<file path="src/rtl/fp_sqrt_gen_pkg.sv">
// Shared definitions for the fp_sqrt_gen square-root unit:
// FSM state encodings, operand class encodings and the canonical qNaN macro.
`ifndef FP_SQRT_GEN_PKG_SV
`define FP_SQRT_GEN_PKG_SV

// Canonical quiet NaN: positive, all-ones exponent, only the fraction MSB set.
`define FP_SQRT_QNAN(EW, MW) {1'b0, {(EW){1'b1}}, 1'b1, {((MW)-1){1'b0}}}

package fp_sqrt_gen_pkg;

    typedef enum logic [2:0] {
        ST_IDLE,
        ST_UNPACK,
        ST_ITER,
        ST_ROUND,
        ST_DONE
    } state_t;

    typedef enum logic [2:0] {
        CLS_ZERO,
        CLS_SUB,
        CLS_NORM,
        CLS_INF,
        CLS_QNAN,
        CLS_SNAN
    } op_class_t;

endpackage

`endif

</file>
<file path="src/rtl/fp_sqrt_gen_digit_rec.sv">
// Radix-2 restoring square-root recurrence, one root bit per cycle.
// load consumes the top bit pair of rad and resolves the first root bit;
// each step then consumes the next pair. After W-1 steps root holds
// floor(sqrt(rad)) and rem holds rad - root^2.
module sqrt_digit_rec #(
    parameter int W = 26
) (
    input  logic           clk,
    input  logic           rst,
    input  logic           load,
    input  logic           step,
    input  logic [2*W-1:0] rad,
    output logic [W-1:0]   root,
    output logic [W:0]     rem
);

    logic [2*W-3:0] rad_sh;
    logic [1:0]     pair;
    logic [W-1:0]   q_cur;
    logic [W:0]     r_cur;
    logic [W+2:0]   r_sh;
    logic [W+2:0]   trial;
    logic [W-1:0]   q_nxt;
    logic [W:0]     r_nxt;

    // Next root bit: subtract trial (4q+1) from shifted remainder if it fits.
    // The remainder never exceeds 2*root, so W+1 bits always hold it.
    always_comb begin
        pair  = load ? rad[2*W-1:2*W-2] : rad_sh[2*W-3:2*W-4];
        q_cur = load ? '0 : root;
        r_cur = load ? '0 : rem;
        r_sh  = {r_cur, pair};
        trial = {1'b0, q_cur, 2'b01};
        if (r_sh >= trial) begin
            r_nxt = (W+1)'(r_sh - trial);
            q_nxt = {q_cur[W-2:0], 1'b1};
        end else begin
            r_nxt = r_sh[W:0];
            q_nxt = {q_cur[W-2:0], 1'b0};
        end
    end

    // Recurrence state: root, remainder and the unconsumed radicand pairs.
    always_ff @(posedge clk or posedge rst) begin
        if (rst) begin
            root   <= '0;
            rem    <= '0;
            rad_sh <= '0;
        end else if (load) begin
            root   <= q_nxt;
            rem    <= r_nxt;
            rad_sh <= rad[2*W-3:0];
        end else if (step) begin
            root   <= q_nxt;
            rem    <= r_nxt;
            rad_sh <= {rad_sh[2*W-5:0], 2'b00};
        end
    end

endmodule

</file>
<file path="src/rtl/fp_sqrt_gen.sv">
// Iterative IEEE-754 square root, round-to-nearest-even, fixed latency LAT.
// Optional macro FP_SQRT_SUBNORMAL_EN: when defined, subnormal inputs are
// normalised with a leading-zero count; otherwise they flush to signed zero.
//
// state     | meaning
// ----------+------------------------------------------------------------
// ST_IDLE   | waiting for start
// ST_UNPACK | classify operand, halve exponent, load recurrence
// ST_ITER   | one root bit per cycle (leading bit already resolved at load)
// ST_ROUND  | round / force special result, register res and flags
// ST_DONE   | done pulse; a start here is accepted
module fp_sqrt_gen
    import fp_sqrt_gen_pkg::*;
#(
    parameter int EXP_W = 8,
    parameter int MAN_W = 23
) (
    input  logic                     clk,
    input  logic                     rst,
    input  logic                     start,
    input  logic [EXP_W+MAN_W:0]     op,
    output logic                     busy,
    output logic                     done,
    output logic [EXP_W+MAN_W:0]     res,
    output logic                     invalid,
    output logic                     inexact
);

    localparam int FW       = EXP_W + MAN_W + 1;
    localparam int BIAS     = 2**(EXP_W-1) - 1;
    localparam int LAT      = MAN_W + 5;
    localparam int ITER_CYC = LAT - 3;
    localparam int W        = MAN_W + 3;
    localparam int CW       = $clog2(LAT);
    localparam int EW       = EXP_W + 2;
    localparam logic signed [EW-1:0] BIAS_S = EW'(BIAS);
    localparam logic signed [EW-1:0] ONE_S  = EW'(1);
    localparam logic [FW-1:0]        QNAN   = `FP_SQRT_QNAN(EXP_W, MAN_W);

    state_t               state;
    logic [FW-1:0]        op_r;
    op_class_t            cls_r;
    logic [EXP_W-1:0]     exp_res_r;
    logic [CW-1:0]        cnt;

    logic                 sign_u;
    logic [EXP_W-1:0]     exp_u;
    logic [MAN_W-1:0]     frac_u;
    op_class_t            cls_u;
    logic signed [EW-1:0] e_raw;
    logic signed [EW-1:0] e_adj;
    logic [MAN_W+1:0]     sig_raw;
    logic [MAN_W+1:0]     sig_adj;
    logic [EXP_W-1:0]     exp_res_u;
    logic [2*W-1:0]       rad;
    logic [W-1:0]         root;
    logic [W:0]           rem;

    logic                 rnd_up;
    logic                 carry;
    logic                 inexact_c;
    logic [MAN_W:0]       mant;
    logic [MAN_W+1:0]     mant_rnd;
    logic [MAN_W-1:0]     frac_out;
    logic [EXP_W-1:0]     exp_out;
    logic                 flush_sub;

    assign sign_u = op_r[FW-1];
    assign exp_u  = op_r[FW-2:MAN_W];
    assign frac_u = op_r[MAN_W-1:0];

`ifdef FP_SQRT_SUBNORMAL_EN
    localparam int LZW = $clog2(MAN_W + 1);
    logic [LZW-1:0] lzc;
    logic [LZW:0]   sub_sh;

    // Leading-zero count of the fraction; scanning upward lets the top set bit win.
    always_comb begin
        lzc = '0;
        for (int i = 0; i < MAN_W; i++) begin
            if (frac_u[i]) lzc = LZW'(MAN_W - 1 - i);
        end
    end

    assign sub_sh    = {1'b0, lzc} + 1'b1;
    assign flush_sub = 1'b0;
`else
    assign flush_sub = (cls_r == CLS_SUB);
`endif

    // Operand classification from the registered operand.
    always_comb begin
        cls_u = CLS_NORM;
        if (exp_u == '1)
            cls_u = (frac_u == '0) ? CLS_INF : (frac_u[MAN_W-1] ? CLS_QNAN : CLS_SNAN);
        else if (exp_u == '0)
            cls_u = (frac_u == '0) ? CLS_ZERO : CLS_SUB;
    end

    // Unbias, make the exponent even by doubling the significand, then halve it.
    always_comb begin
        e_raw   = $signed({2'b00, exp_u}) - BIAS_S;
        sig_raw = {2'b01, frac_u};
`ifdef FP_SQRT_SUBNORMAL_EN
        if (cls_u == CLS_SUB) begin
            sig_raw = {2'b00, frac_u} << sub_sh;
            e_raw   = ONE_S - BIAS_S - $signed(EW'(sub_sh));
        end
`endif
        sig_adj = sig_raw;
        e_adj   = e_raw;
        if (e_raw[0]) begin
            sig_adj = sig_raw << 1;
            e_adj   = e_raw - ONE_S;
        end
        exp_res_u = EXP_W'((e_adj >>> 1) + BIAS_S);
    end

    // Significand in [1,4) with binary point after bit MAN_W, padded so the
    // integer root carries MAN_W fraction bits plus guard and round.
    assign rad = {sig_adj, {(2*W-MAN_W-2){1'b0}}};

    sqrt_digit_rec #(.W(W)) u_rec (
        .clk  (clk),
        .rst  (rst),
        .load (state == ST_UNPACK),
        .step (state == ST_ITER),
        .rad  (rad),
        .root (root),
        .rem  (rem)
    );

    // Round to nearest even on the guard bit, with round|sticky breaking ties.
    always_comb begin
        mant      = root[W-1:2];
        rnd_up    = root[1] & (root[0] | (|rem) | mant[0]);
        mant_rnd  = {1'b0, mant} + (MAN_W+2)'(rnd_up);
        carry     = mant_rnd[MAN_W+1];
        frac_out  = carry ? mant_rnd[MAN_W:1] : mant_rnd[MAN_W-1:0];
        exp_out   = exp_res_r + EXP_W'(carry);
        inexact_c = root[1] | root[0] | (|rem);
    end

    // Control FSM with registered outputs.
    always_ff @(posedge clk or posedge rst) begin
        if (rst) begin
            state     <= ST_IDLE;
            op_r      <= '0;
            cls_r     <= CLS_ZERO;
            exp_res_r <= '0;
            cnt       <= '0;
            busy      <= 1'b0;
            done      <= 1'b0;
            res       <= '0;
            invalid   <= 1'b0;
            inexact   <= 1'b0;
        end else begin
            done <= 1'b0;
            case (state)
                ST_IDLE, ST_DONE: begin
                    if (start) begin
                        op_r    <= op;
                        busy    <= 1'b1;
                        invalid <= 1'b0;
                        inexact <= 1'b0;
                        state   <= ST_UNPACK;
                    end else begin
                        busy  <= 1'b0;
                        state <= ST_IDLE;
                    end
                end
                ST_UNPACK: begin
                    cls_r     <= cls_u;
                    exp_res_r <= exp_res_u;
                    cnt       <= CW'(ITER_CYC - 1);
                    state     <= ST_ITER;
                end
                ST_ITER: begin
                    if (cnt == '0) state <= ST_ROUND;
                    else           cnt   <= cnt - 1'b1;
                end
                ST_ROUND: begin
                    if (cls_r == CLS_QNAN) begin
                        res <= QNAN;
                    end else if (cls_r == CLS_SNAN) begin
                        res     <= QNAN;
                        invalid <= 1'b1;
                    end else if (cls_r == CLS_ZERO || flush_sub) begin
                        res <= {sign_u, {(FW-1){1'b0}}};
                    end else if (sign_u) begin
                        res     <= QNAN;
                        invalid <= 1'b1;
                    end else if (cls_r == CLS_INF) begin
                        res <= op_r;
                    end else begin
                        res     <= {1'b0, exp_out, frac_out};
                        inexact <= inexact_c;
                    end
                    done  <= 1'b1;
                    state <= ST_DONE;
                end
                default: state <= ST_IDLE;
            endcase
        end
    end

endmodule

</file>
<file path="config.mk">
export PLATFORM = sky130hd
export DESIGN_NAME = fp_sqrt_gen
export DESIGN_NICKNAME = d
export VERILOG_FILES = /design/src/rtl/fp_sqrt_gen_pkg.sv /design/src/rtl/fp_sqrt_gen_digit_rec.sv /design/src/rtl/fp_sqrt_gen.sv
export SDC_FILE = /design/constraint.sdc
export NUM_CORES = 1
export LEC_CHECK = 0
export BUFFER_PORTS_ARGS = -buffer_cell sky130_fd_sc_hd__buf_2
export CAP_MARGIN = 0
export CORE_MARGIN = 5
export CORE_UTILIZATION = 58
export CTS_BUF_LIST = sky130_fd_sc_hd__clkbuf_8
export CTS_CLUSTER_DIAMETER = 200
export DETAILED_ROUTE_END_ITERATION = 7
export GPL_TIMING_DRIVEN = 1
export PLACE_DENSITY = 0.77
export SLEW_MARGIN = 10
export SYNTH_ARGS = -nofsm -noshare
export SYNTH_HDL_FRONTEND = slang
export SYNTH_SLANG_ARGS = --single-unit
</file>
<file path="constraint.sdc">
create_clock -name clk -period 6.55 [get_ports clk]
set_clock_uncertainty 0.2 [all_clocks]
set_input_delay 1.31 -clock clk [delete_from_list [all_inputs] [get_ports clk]]
set_output_delay 1.31 -clock clk [all_outputs]
set_load 0.02 [all_outputs]
</file>
==> summary.md, run 1 <==
| Metric | Value |
|---|---|
| Io pins | 71 |
| Die Width | 140 um |
| # nets final | 1213 |
| Share of cells above drive strength 1 | 13.5% |
| PwrDens | 594 nW/um2 |
| Syn nets | 1186 |
| GRT Residual Overflow | 0 |
| Final hold violation count | 0 |
| Register Area | 4080 um2 |
| Multiplexer share of the synthesized area | 5.87% |
| Seq cells post-synth | 163 |
| Switching share of power | 48.1% |
| Number of max-cap violations | 0 |
| Worst Reg2Reg Path Length in Cells | 14 |
| Status | finished clean |
| R2r startpoint | state[0]$_DFFE_PP0P_ |
| Arrival time worst endpoint | 5170 ps |
| Area of the multi-input gates | 5410 um2 |
| CP max FO | 87 |
| Worst Setup End Kind | flop |
| Root Driver | clkbuf_8 |
| Hold_ws | 275 ps |
| Final Max Tran Viols | 0 |
| Final setup margin | 1510 ps |
| CTS tree | yes |
| Cell variety after synth | 67 |
| GR Util All Layers | 25.9% |
| Largest net degree at the start of global routing | 88 |
| Worst Hold Class | flop to flop |
| Post-CTS Hold Buffers | 0 |
| WL/cell | 18.5 um |
| H-tree Lvls | 4 |
| Number of antenna diodes | 0 |
| Vias in the first global route | 7901 |
| Reg2Reg Setup Slack | 1510 ps |
| Post-Synth XOR/XNOR Area | 5.79% |
| # fillers | 1417 |
| R2R Path End | u_rec.rem[26]$_DFFE_PP0P_ |
| CP required | 6680 ps |
| Fin crit period | 5040 ps |
| Row count | 47 |
| Simple-gate share of the synthesized area | 20.2% |
| Cts repair resizes | 0 |
| Initial antenna violation count | 0 |
| Launching element type of the critical path | flop |
| Worst slew pin tran | 1190 ps |
| Dpl hpwl | 18.1 mm |
| Total net switching power | 3.07 mW |
| Post-Synthesis Cells | 1118 |
| Seq pwr share | 30.4% |
| Core area | 16600 um2 |
| Main combinational cell family by area after synthesis | simple AND/OR/NAND/NOR gates |
| Vias per cell | 6.13 |
| Synth-to-Final Area Change | 9.24% |
| Post-CTS setup buffer count | 0 |
| First-pass GRT wire length | 41.3 mm |
| Leak | 4.74 nW |
| Max IR drop VDD | 0.000381 V |
| Placer Congestion | 0.948 |
| Synth Warn # | 0 |
| ANT nets after route | 0 |
| Syn Area/Cell | 8.79 um2 |
| Clock Path Buffers | 2 |
| Cell Int Power | 3.31 mW |
| Setup Total Neg Slack | 0 ps |
| Tcrit/Tclk final | 76.9% |
| Synth Area in Adders | 4.20% |
| Clock transition at path regs | 100 ps |
| Crit path to | u_rec.rem[26]$_DFFE_PP0P_ |
| DR iter-0 viols | 737 |
| Die Y | 140 um |
| Clock power share | 13.6% |
| Post-Syn Area | 9830 um2 |
| Max-slew headroom at the worst pin | 20.6% |
| Complex-gate fraction of the synthesized area | 18.8% |
| Fmax | 198 MHz |
| CP startpoint | state[0]$_DFFE_PP0P_ |
| Vias | 8454 |
| Die Area | 19700 um2 |
| CP Class | flop to flop |
| Skew-Pair Late Insertion Delay | 460 ps |
| Port Buffers | 70 |
| CTS buffer count | 17 |
| Number of flops mapped to enable cells by yosys | 0 |
| Ys async rst share | 100% |
| Gate power share | 56.0% |
| RSZ-0062 raised after global routing | no |
| Starting Density | 59.3% |
| Clk sink count | 163 |
| Router iterations before antenna repair | 7 |
| Setup Viol. Count Final | 0 |
| Register area share after synthesis | 41.5% |
| DP Worst Slack | 1630 ps |
| Most used DFF post-synth | dfrtp_1 |
| DRC Markers | 0 |
| DRT Wirelength | 25.5 mm |
## metrics by stage
stage	cell area, um2	instances	utilization, %	total power, mW
after floorplan	9830	1118	-	4.60
after global placement	10300	1346	61.9	5.39
after detailed placement	10300	1346	61.9	5.47
after CTS	10700	1378	64.8	6.36
after global routing	10700	1378	64.8	6.90
final	10700	1378	64.8	6.38
## how the worst min path moves through the flow
stage | start | endpoint | slack, ps | depth (start not counted)
floorplan | u_rec.rad_sh[28]$_DFFE_PP0P_ | u_rec.rad_sh[28]$_DFFE_PP0P_ | 250 | 2
global placement | res[4]$_DFFE_PP0P_ | res[4]$_DFFE_PP0P_ | 250 | 2
detailed placement | res[16]$_DFFE_PP0P_ | res[16]$_DFFE_PP0P_ | 260 | 2
CTS | res[16]$_DFFE_PP0P_ | res[16]$_DFFE_PP0P_ | 280 | 2
global route | res[16]$_DFFE_PP0P_ | res[16]$_DFFE_PP0P_ | 310 | 2
finish | res[31]$_DFFE_PP0P_ | res[31]$_DFFE_PP0P_ | 270 | 2
## critical path, stage by stage (launching register included)
cell and delay (ps):
dfrtp_1 480, or3b_4 910, buf_4 530, nor2_1 100, a21oi_1 260, inv_1 80, ha_1 190, nand4_1 60
nor2_1 50, nand4_1 80, o211ai_1 80, a21oi_1 260, a21boi_4 970, nand2b_1 440, o21ai_0 170
## registers in the layout, summed over array words and instances (netlist names)
signal / count
op_r: 32
res: 32
u_rec.rem: 27
u_rec.root: 26
u_rec.rad_sh: 23
exp_res_r: 8
cnt: 5
cls_r: 3
state: 3
busy: 1
done: 1
inexact: 1
invalid: 1
## area by class of cell
type / instances / share of cell area [%]
repair buffers: 79 / 3.89
inverters: 20 / 0.746
clock buffers: 20 / 2.56
well taps: 220 / 2.56
multi-input cells: 864 / 50.4
clock inverters: 12 / 1.88
flip-flops and latches: 163 / 38.0
## per-layer routing
layer | up-vias | global-route usage (%) | wire [um]
met3 | 66 | 5.56 | 1770
met2 | 310 | 39.3 | 11700
met4 | 0 | 9.94 | 716
li1 | 4025 | - | -
met5 | - | 0 | 0
met1 | 4053 | 36.6 | 11400
## cell usage after synthesis, drive strengths merged, types with 8 or more instances
master  number  area share (%)
nand2      172             6.6
dfrtp      163              41
o21ai      109             5.5
nor2        83             3.2
a21oi       78             4.0
clkbuf      57             2.2
and2        35             2.2
ha          33             4.2
xor2        33             2.9
xnor2       32             2.9
mux2        29             3.3
mux2i       25             2.5
nand3       25             1.3
a22o        23             2.0
nor3        22             1.1
inv         18            0.69
and3        14            0.89
buf         14            0.75
nand4       14            0.89
nor4        14             1.0
a21o        11            0.84
o221ai      11            0.98
o211ai       9            0.69
a31oi        8            0.66
## cells by family (layout without fill, tap and decap cells)
group,Yosys count,in the layout
AOI/OAI and AO/OA,296,296
xor gates and xnor gates,65,65
adders and majority gates,33,33
buffers and inverters,91,131
DFF,163,163
muxes,54,54
and+or+nand+nor,416,416
## power groups by stage
stage,clock network (mW),logic [mW],registers [mW]
after detailed placement,0,3.54,1.94
after global placement,0,3.46,1.93
after floorplan,0,2.80,1.81
after global routing,0.920,4.00,1.99
final,0.871,3.57,1.94
after CTS,0.879,3.56,1.92
## cell usage in the layout (no fill, tap or decap), types with 9 or more instances in the layout
| cell type | n |
|---|---|
| o221ai_1 | 11 |
| and2_1 | 33 |
| ha_1 | 33 |
| mux2_2 | 29 |
| nor4_1 | 13 |
| mux2i_1 | 25 |
| nand4_1 | 14 |
| a22o_1 | 23 |
| buf_4 | 9 |
| o21ai_0 | 99 |
| nor2_1 | 83 |
| and3_1 | 14 |
| xnor2_1 | 32 |
| o211ai_1 | 9 |
| a21oi_1 | 76 |
| nor3_1 | 22 |
| buf_2 | 70 |
| dfrtp_1 | 163 |
| nand3_1 | 25 |
| xor2_1 | 33 |
| o21ai_1 | 10 |
| inv_1 | 18 |
| a21o_1 | 11 |
| nand2_1 | 172 |
| clkbuf_8 | 20 |
(Power assumes the default switching activity.)
==> inputs of run 2 (changes only) <==
==> constraint.sdc (replaced) <==
create_clock -name clk -period 4.8 [get_ports clk]
set_clock_uncertainty 0.2 [all_clocks]
set_input_delay 0.96 -clock clk [delete_from_list [all_inputs] [get_ports clk]]
set_output_delay 0.96 -clock clk [all_outputs]
set_load 0.02 [all_outputs]
==> run 2 against run 1 <==
Compared with the run above: non-clock buffer count up 4; first-iteration DRC count is 24% higher; final cell count increased by 0.22%; largest cell class unchanged; largest power group unchanged.
==> summary.md, run 2 (synthesis results as in run 1) <==
| Metric | Value |
|---|---|
| WL/cell | 18.4 um (-0.51%) |
| Row count | 47 (unchanged) |
| DRT Wirelength | 25.5 mm (-0.29%) |
| Starting Density | 59.3% (unchanged) |
| H-tree Lvls | 4 (unchanged) |
| Largest net degree at the start of global routing | 164 (+86%) |
| Die Width | 140 um (unchanged) |
| Vias in the first global route | 7797 (-1.3%) |
| Synth-to-Final Area Change | 8.96% |
| Dpl hpwl | 18.1 mm (about the same) |
| Die Area | 19700 um2 (unchanged) |
| Crit path to | u_rec.rem[26]$_DFFE_PP0P_ |
| Placed Cells incl. Taps | 1350 (+0.30%) |
| Clock Path Buffers | 2 (unchanged) |
| Final hold violation count | 0 (unchanged) |
| Setup Total Neg Slack | 0 ps (unchanged) |
| CP Class | flop to flop |
| Io pins | 71 (unchanged) |
| Share of cells above drive strength 1 | 13.5% (+0.051 points) |
| DR iter-0 viols | 913 (+24%) |
| Fmax | 235 MHz (+18%) |
| DRC Markers | 0 (unchanged) |
| GR Util All Layers | 25.7% (-0.19 points) |
| Post-layout power | 8.63 mW (+35%) |
| Cts repair resizes | 0 (unchanged) |
| Initial antenna violation count | 0 (unchanged) |
| Worst Reg2Reg Path Length in Cells | 12 (-2) |
| Final Max Tran Viols | 0 (unchanged) |
| Core area | 16600 um2 (unchanged) |
| Router iterations before antenna repair | 5 (-2) |
| Vias | 8408 (-0.54%) |
| R2R Path End | u_rec.rem[26]$_DFFE_PP0P_ |
| CP required | 4930 ps (-1750 ps) |
| Final setup margin | 542 ps (-968 ps) |
| ANT nets after route | 0 (unchanged) |
| Area of the multi-input gates | 5410 um2 (unchanged) |
| Clk sink count | 163 (unchanged) |
| CP bufs+invs | 1 (-1) |
| Skew-Pair Late Insertion Delay | 470 ps (about the same) |
| Worst hold path cell count | 2 (unchanged) |
| Crit path depth | 12 (-2) |
| Post-CTS Hold Buffers | 0 (unchanged) |
| Number of max-cap violations | 0 (unchanged) |
| Post-CTS setup buffer count | 0 (unchanged) |
| CTS buffer count | 17 (unchanged) |
| Launching element type of the critical path | flop |
| Biggest regs | op_r: 32 flops, res: 32 flops, u_rec.rem: 27 flops |
| Max-slew headroom at the worst pin | 27.9% (+7.2 points) |
| Number of antenna diodes | 0 (unchanged) |
| Design Area, Final | 10700 um2 (-0.26%) |
| Critical Path, Cell by Cell | or3b_4, and2_1, ha_1, a21oi_1, nor2_1, a211oi_1, o211ai_1, a21oi_1, a21boi_4, buf_4, nand2b_1, o21ai_0 |
| DP Worst Slack | 651 ps (-980 ps) |
| CP max FO | 74 (-15%) |
| GRT Residual Overflow | 0 (unchanged) |
| Finished Core Util | 64.6% (-0.17 points) |
| First-pass GRT wire length | 41.0 mm (-0.89%) |
| Placer Congestion | 0.930 (-1.9%) |
| CP peak stage delay | 700 ps (-270 ps) |
| # nets final | 1217 (+0.33%) |
| CP startpoint | state[0]$_DFFE_PP0P_ |
| Leading cell type in the layout, fill and taps excluded | nand2_1 |
| Worst Setup End Kind | flop |
| Most frequent cells in the layout | nand2_1, dfrtp_1, o21ai_0 |
| Tcrit/Tclk final | 88.7% (+12 points) |
| Port Buffers | 70 (unchanged) |
| R2r startpoint | state[0]$_DFFE_PP0P_ |
| Root Driver | clkbuf_8 |
| Hold_ws | 266 ps (-9.32 ps) |
| Vias per cell | 6.09 (-0.76%) |
| Fin crit period | 4260 ps (-782 ps) |
| Clock transition at path regs | 90 ps (about the same) |
| Reg2Reg Setup Slack | 540 ps (-970 ps) |
| Leak | 4.74 nW (-0.11%) |
| Slowest stage cell, crit path | or3b_4 |
| Die Y | 140 um (unchanged) |
| Max IR drop VDD | 0.000661 V (+73%) |
| CTS tree | yes |
| RSZ-0062 raised after global routing | no |
| # fillers | 1409 (-0.56%) |
| Arrival time worst endpoint | 4390 ps (-780 ps) |
| Worst slew pin tran | 1080 ps (-106 ps) |
| PwrDens | 806 nW/um2 (+36%) |
| Worst Hold Class | flop to flop |
| Top cell family by delay on the critical path | simple AND/OR/NAND/NOR gates |
| Most Frequent Cell on Critical Path | a21oi_1 |
| Fin cells | 1381 (+0.22%) |
| Register Area | 4080 um2 (unchanged) |
| Setup Viol. Count Final | 0 (unchanged) |
| Status | finished clean |
| Post-DP Area | 10300 um2 (+0.40%) |
run 2: worst min path at each step:
stage                                         to  slack (ps)                          from
CTS                          res[31]$_DFFE_PP0P_         270           res[31]$_DFFE_PP0P_
finish                       res[31]$_DFFE_PP0P_         270           res[31]$_DFFE_PP0P_
detailed placement           res[31]$_DFFE_PP0P_         250           res[31]$_DFFE_PP0P_
floorplan           u_rec.rad_sh[28]$_DFFE_PP0P_         250  u_rec.rad_sh[28]$_DFFE_PP0P_
global placement              res[4]$_DFFE_PP0P_         250            res[4]$_DFFE_PP0P_
global route                 res[10]$_DFFE_PP0P_         310           res[10]$_DFFE_PP0P_
run 2: tightest hold or removal path: cells and delay by family (launching register included):
family,cells,cell delay (ps)
simple gates,2,90
flops,1,350
run 2: report_power, final:
group	total (mW)	internal [mW]	leakage [nW]	switching, mW
clock	1.06	0.528	0.216	0.533
combinational	4.93	1.95	2.44	2.99
sequential	2.64	1.94	2.08	0.701
run 2: area by class of cell:
| class | count | share of cell area (%) |
|---|---|---|
| multi-input cells | 864 | 50.5 |
| flip-flops and latches | 163 | 38.1 |
| repair buffers | 83 | 4.30 |
| well taps | 220 | 2.57 |
| clock buffers | 18 | 2.31 |
| clock inverters | 13 | 1.49 |
| inverters | 20 | 0.736 |
run 2: per-layer routing:
layer / vias to the layer above / global-route usage (%) / wire length, um
met5: - / 0 / 0
met4: 0 / 8.06 / 575
met3: 46 / 4.12 / 1660
met2: 275 / 40.4 / 11900
met1: 4062 / 36.8 / 11300
li1: 4025 / - / -
